`config.mk`:
```
export PLATFORM = sky130hd
export DESIGN_NAME = bus_master_port
export DESIGN_NICKNAME = d
export VERILOG_FILES = /design/src/rtl/bus_master_port.sv
export SDC_FILE = /design/constraint.sdc
export NUM_CORES = 1
export LEC_CHECK = 0
export BUFFER_PORTS_ARGS = -buffer_cell sky130_fd_sc_hd__buf_2
export CAP_MARGIN = 40
export CORE_UTILIZATION = 46
export DETAILED_ROUTE_END_ITERATION = 12
export PLACE_DENSITY = 0.68
export REMOVE_ABC_BUFFERS = 1
export SETUP_SLACK_MARGIN = 0.1
export SYNTH_ARGS = -nofsm -noshare
export SYNTH_HDL_FRONTEND = slang
export SYNTH_SLANG_ARGS = --single-unit
```
`constraint.sdc`:
```
create_clock -name clk -period 3.4 [get_ports clk]
set_input_delay 0.34 -clock clk [delete_from_list [all_inputs] [get_ports clk]]
set_output_delay 0.34 -clock clk [all_outputs]
set_load 0.1 [all_outputs]
```
`src/rtl/bus_master_port.sv`:
```
// bus_master_port: serialises user read/write requests onto a 1-bit address/data slave bus.
// Optional wait-state watchdog is enabled by defining BUS_MASTER_TIMEOUT_EN.
module bus_master_port #(
    parameter int ADDR_W      = 12,
    parameter int DATA_W      = 8,
    parameter int TIMEOUT_CYC = 255
) (
    input  logic              clk,
    input  logic              rst,
    input  logic              req_valid,
    output logic              req_ready,
    input  logic              req_wren,
    input  logic [ADDR_W-1:0] req_addr,
    input  logic [DATA_W-1:0] req_wdata,
    output logic              rsp_valid,
    output logic [DATA_W-1:0] rsp_rdata,
    output logic              rsp_err,
    output logic              m_valid,
    output logic              m_wren,
    output logic              m_addr,
    output logic              m_wdata,
    input  logic              s_ready,
    input  logic              s_valid,
    input  logic              s_rdata
);
    localparam int MW   = ADDR_W > DATA_W ? ADDR_W : DATA_W;
    localparam int CMAX = MW > TIMEOUT_CYC ? MW : TIMEOUT_CYC;
    localparam int CW   = $clog2(CMAX + 1);
    typedef enum logic [2:0] {IDLE, ADDR, WAIT_RDY, WDATA, WAIT_RD, RDATA, RESP} state_t;
    state_t            state_q, state_d;
    logic [CW-1:0]     cnt_q, cnt_d;
    logic              wren_q, wren_d;
    logic [ADDR_W-1:0] addr_q, addr_d;
    logic [DATA_W-1:0] wdata_q, wdata_d, rdata_q, rdata_d, rsp_rdata_q, rsp_rdata_d;
    logic              rsp_valid_q, rsp_valid_d, m_valid_q, m_valid_d, m_wren_q, m_wren_d;
    logic              m_addr_q, m_addr_d, m_wdata_q, m_wdata_d;
`ifdef BUS_MASTER_TIMEOUT_EN
    logic              rsp_err_q, rsp_err_d;
    assign rsp_err = rsp_err_q;
`else
    assign rsp_err = 1'b0;
`endif
    assign req_ready = (state_q == IDLE) && !rst;
    assign rsp_valid = rsp_valid_q;
    assign rsp_rdata = rsp_rdata_q;
    assign m_valid   = m_valid_q;
    assign m_wren    = m_wren_q;
    assign m_addr    = m_addr_q;
    assign m_wdata   = m_wdata_q;
    // next state and next registered bus/response outputs; cnt also serves as the wait watchdog
    always_comb begin
        state_d     = state_q;
        cnt_d       = cnt_q;
        wren_d      = wren_q;
        addr_d      = addr_q;
        wdata_d     = wdata_q;
        rdata_d     = rdata_q;
        rsp_valid_d = 1'b0;
        rsp_rdata_d = '0;
        m_valid_d   = m_valid_q;
        m_wren_d    = m_wren_q;
        m_addr_d    = 1'b0;
        m_wdata_d   = 1'b0;
`ifdef BUS_MASTER_TIMEOUT_EN
        rsp_err_d   = 1'b0;
`endif
        case (state_q)
            IDLE: if (req_valid) begin
                state_d   = ADDR;
                wren_d    = req_wren;
                addr_d    = req_addr << 1;
                wdata_d   = req_wdata;
                rdata_d   = '0;
                cnt_d     = '0;
                m_valid_d = 1'b1;
                m_wren_d  = req_wren;
                m_addr_d  = req_addr[ADDR_W-1];
            end
            ADDR: if (cnt_q == CW'(ADDR_W - 1)) begin
                cnt_d     = '0;
                m_valid_d = 1'b0;
                state_d   = wren_q ? WAIT_RDY : WAIT_RD;
            end else begin
                cnt_d    = cnt_q + CW'(1);
                m_addr_d = addr_q[ADDR_W-1];
                addr_d   = addr_q << 1;
            end
            WAIT_RDY: if (s_ready) begin
                state_d   = WDATA;
                cnt_d     = '0;
                m_valid_d = 1'b1;
                m_wdata_d = wdata_q[DATA_W-1];
                wdata_d   = wdata_q << 1;
            end
`ifdef BUS_MASTER_TIMEOUT_EN
            else if (cnt_q == CW'(TIMEOUT_CYC - 1)) begin
                state_d     = RESP;
                cnt_d       = '0;
                m_wren_d    = 1'b0;
                rsp_valid_d = 1'b1;
                rsp_err_d   = 1'b1;
            end else begin
                cnt_d = cnt_q + CW'(1);
            end
`endif
            WDATA: if (cnt_q == CW'(DATA_W - 1)) begin
                state_d     = RESP;
                cnt_d       = '0;
                m_valid_d   = 1'b0;
                m_wren_d    = 1'b0;
                rsp_valid_d = 1'b1;
            end else begin
                cnt_d     = cnt_q + CW'(1);
                m_wdata_d = wdata_q[DATA_W-1];
                wdata_d   = wdata_q << 1;
            end
            WAIT_RD: if (s_valid) begin
                state_d = RDATA;
                cnt_d   = CW'(1);
                rdata_d = (rdata_q << 1) | DATA_W'(s_rdata);
            end
`ifdef BUS_MASTER_TIMEOUT_EN
            else if (cnt_q == CW'(TIMEOUT_CYC - 1)) begin
                state_d     = RESP;
                cnt_d       = '0;
                m_wren_d    = 1'b0;
                rsp_valid_d = 1'b1;
                rsp_err_d   = 1'b1;
            end else begin
                cnt_d = cnt_q + CW'(1);
            end
`endif
            RDATA: begin
                rdata_d = (rdata_q << 1) | DATA_W'(s_rdata);
                if (cnt_q == CW'(DATA_W - 1)) begin
                    state_d     = RESP;
                    cnt_d       = '0;
                    m_wren_d    = 1'b0;
                    rsp_valid_d = 1'b1;
                    rsp_rdata_d = rdata_d;
                end else begin
                    cnt_d = cnt_q + CW'(1);
                end
            end
            RESP: state_d = IDLE;
            default: state_d = IDLE;
        endcase
    end
    // state, captured request and registered outputs; reset aborts any transaction silently
    always_ff @(posedge clk) begin
        if (rst) begin
            state_q     <= IDLE;
            cnt_q       <= '0;
            wren_q      <= 1'b0;
            addr_q      <= '0;
            wdata_q     <= '0;
            rdata_q     <= '0;
            rsp_valid_q <= 1'b0;
            rsp_rdata_q <= '0;
            m_valid_q   <= 1'b0;
            m_wren_q    <= 1'b0;
            m_addr_q    <= 1'b0;
            m_wdata_q   <= 1'b0;
`ifdef BUS_MASTER_TIMEOUT_EN
            rsp_err_q   <= 1'b0;
`endif
        end else begin
            state_q     <= state_d;
            cnt_q       <= cnt_d;
            wren_q      <= wren_d;
            addr_q      <= addr_d;
            wdata_q     <= wdata_d;
            rdata_q     <= rdata_d;
            rsp_valid_q <= rsp_valid_d;
            rsp_rdata_q <= rsp_rdata_d;
            m_valid_q   <= m_valid_d;
            m_wren_q    <= m_wren_d;
            m_addr_q    <= m_addr_d;
            m_wdata_q   <= m_wdata_d;
`ifdef BUS_MASTER_TIMEOUT_EN
            rsp_err_q   <= rsp_err_d;
`endif
        end
    end
endmodule
```
==> results.json <==
{
  "slowest_delay_ns": 0.57,
  "fin_skew_ns": 0.00638,
  "cp_cell_sequence": "or4_4 > o41ai_4 > nand2_2 > nor2_2 > a211oi_2",
  "peakVddDrop_uv": 305,
  "clk-insertion-delay-late_ns": 0.30,
  "ys_types": 46,
  "ys.flop_type": "dfxtp_1",
  "period_needed_ns": 2.12,
  "cts_setup_buffers": 0,
  "worst_ep_arrival_time_ns": 2.29,
  "core_area_um2": 4850,
  "critPathKind": "register to register",
  "fmaxAchievable_mhz": 472,
  "routed_wl_um": 4500,
  "cts_root_buf": "clkbuf_8",
  "hold_path_class": "input port to register",
  "drive_gt1_frac": 0.272,
  "final_core_util": 0.563,
  "die_h_um": 74.0,
  "vias": 1876,
  "grt_start_max_net_pins": 33,
  "layout_commonest_cell": "dfxtp_1",
  "grt_use_total": 0.187,
  "synth_top_area_frac": 0.428,
  "maxCapViolCount": 0,
  "grt_overflow": 0,
  "ios": 42,
  "grt_pass1_wl_um": 7960,
  "firstDrtPassIters": 4,
  "cts_tree": "yes",
  "cts-buffers-inserted": 5,
  "cts.clk_slew.worst_paths_ns": 0.09,
  "cts_buffer_depth": 2,
  "synth_edf_count": 0,
  "startpoint_type": "register",
  "yosysWarnings": 0,
  "rsz0062_at_grt": "no",
  "antenna_found_initial": 0,
  "worstSetupEndpointType": "register",
  "synth_seq_cells": 51,
  "dp_hpwl_um": 3070,
  "fin_crit_sh": 0.623,
  "syn_area_per_cell_um2": 9.32,
  "crit_path_max_fanout": 20,
  "p_leak_nw": 1.14,
  "grt_pass1_vias": 1725,
  "row_count": 25,
  "finalSetupViolCount": 0,
  "initial_core_util": 0.492,
  "antenna_cells": 0,
  "vias_per_cell": 5.25,
  "h-tree-depth": 2,
  "fin_hold_ws_ns": 0.249,
  "powerDensity_nw_per_um2": 489,
  "ant_nets": 0,
  "die_x_um": 74.0,
  "io_buffers": 40,
  "hold_viol_final": 0,
  "cts_resized": 0,
  "postSynth.asyncResetShare": 0,
  "post_drt_wl_per_cell_um": 12.6,
  "yosys-top-cells-area": "dfxtp_1 43%, mux2i_1 8.4%, a211oi_2 6.3%",
  "syn_inst": 256,
  "finalNetCount": 317,
  "outcome": "completed",
  "cts_num_sinks": 51,
  "cts_hold_buf": 0,
  "max_slew.worst_pin.slew_ns": 0.787,
  "synth-seq-area-share": 0.428,
  "cp_slowest_cell": "or4_4",
  "drv_slew": 0,
  "syn_area_um2": 2390,
  "final_cell_mix": "51 x dfxtp_1, 40 x buf_2, 21 x nor2_1, 20 x mux2i_1, 18 x a21oi_1",
  "dr.first_iter.drc_count": 78,
  "die_area_um2": 5480,
  "drc": 0,
  "required_ns": 3.57,
  "place_congestion": 0.727,
  "maxSlewHeadroom": 0.475,
  "syn_to_final_growth_pct": 14.5,
  "yosysTopAreaCell": "dfxtp_1"
}
stage by stage:
stage	setup slack (ns)	area, µm²	power [W]	setup TNS [ns]	std cells
2_1_floorplan	-0.317	2300	0.000846	-0.317	240
5_1_grt	1.11	2730	0.00140	0	357
4_1_cts	1.28	2730	0.00134	0	357
3_5_place_dp	1.30	2610	0.000910	0	349
6_report	1.28	2730	0.00133	0	357
3_3_place_gp	1.37	2590	0.000902	0	348
power by group:
part | switching (W) | internal, W
Sequential | 0.0000283 | 0.000633
Combinational | 0.000145 | 0.0000891
Clock | 0.000201 | 0.000238
layout make-up:
class | instances | area (µm²)
multi-input combinational | 182 | 1250
clock inverter | 2 | 35.0
timing repair buffer | 42 | 228
tap | 67 | 83.8
fill | 456 | 2120
inverter | 7 | 26.3
clock buffer | 6 | 82.6
sequential | 51 | 1020
routing by layer:
metal | track usage | vias to the layer above | part of all wire | routed length [µm]
li1 | - | 973 | - | -
met2 | 0.294 | 44 | 0.45 | 2010
met1 | 0.256 | 854 | 0.51 | 2290
met4 | 0.0598 | 0 | 0.0098 | 44
met3 | 0.0420 | 5 | 0.036 | 164
met5 | 0 | - | 0 | 0
Yosys cell counts, drive strengths merged, types with 2 or more instances:
cell     n
clkbuf   6
nor3b    2
nand2   13
o21ai    8
nand2b  10
buf     10
and3     4
mux2i   20
inv      7
nor2    32
a211oi  19
dfxtp   51
a21o     2
o21bai   2
and2     9
a22o     3
nor4     5
a21oi   18
nor2b    2
nand3   16
flip-flops by register name, indices dropped and copies added, names as in the netlist:
signal,cells
addr_q,11
cnt_q,8
m_addr,1
m_valid,1
m_wdata,1
m_wren,1
rdata_q,7
rsp_rdata,8
rsp_valid,1
state_q,3
wdata_q,8
wren_q,1
worst max-delay path, delay by kind of cell, from the launching register on:
family / cells / cell delay (ns)
AOI/OAI and AO/OA: 2 / 0.38
and+or+nand+nor: 3 / 1.22
DFF: 1 / 0.37
final timing paths:
kind / slack [ns] / to / start / cells after the start
max: 1.28 / addr_q[11] / cnt_q[4] / 5
min: 0.25 / rsp_rdata[0] / s_rdata / 2
max reg2reg: 1.28 / addr_q[11] / cnt_q[4] / 5
min reg2reg: 0.47 / rsp_rdata[7] / rdata_q[6] / 1
cells by family (layout without fill, tap and decap cells):
| group | after synthesis | count (layout) | share of synthesized area |
|---|---|---|---|
| adder cells (fa/ha/maj) | 1 | 1 | 0.00524 |
| XOR/XNOR | 1 | 1 | 0.00367 |
| buffers and inverters | 23 | 57 | 0.0461 |
| AO/OA/AOI/OAI | 60 | 60 | 0.198 |
| other | 1 | 1 | 0.00157 |
| multiplexers | 20 | 20 | 0.0839 |
| AND/OR/NAND/NOR | 99 | 99 | 0.233 |
| flip-flops | 51 | 51 | 0.428 |
(Power assumes the default switching activity.)
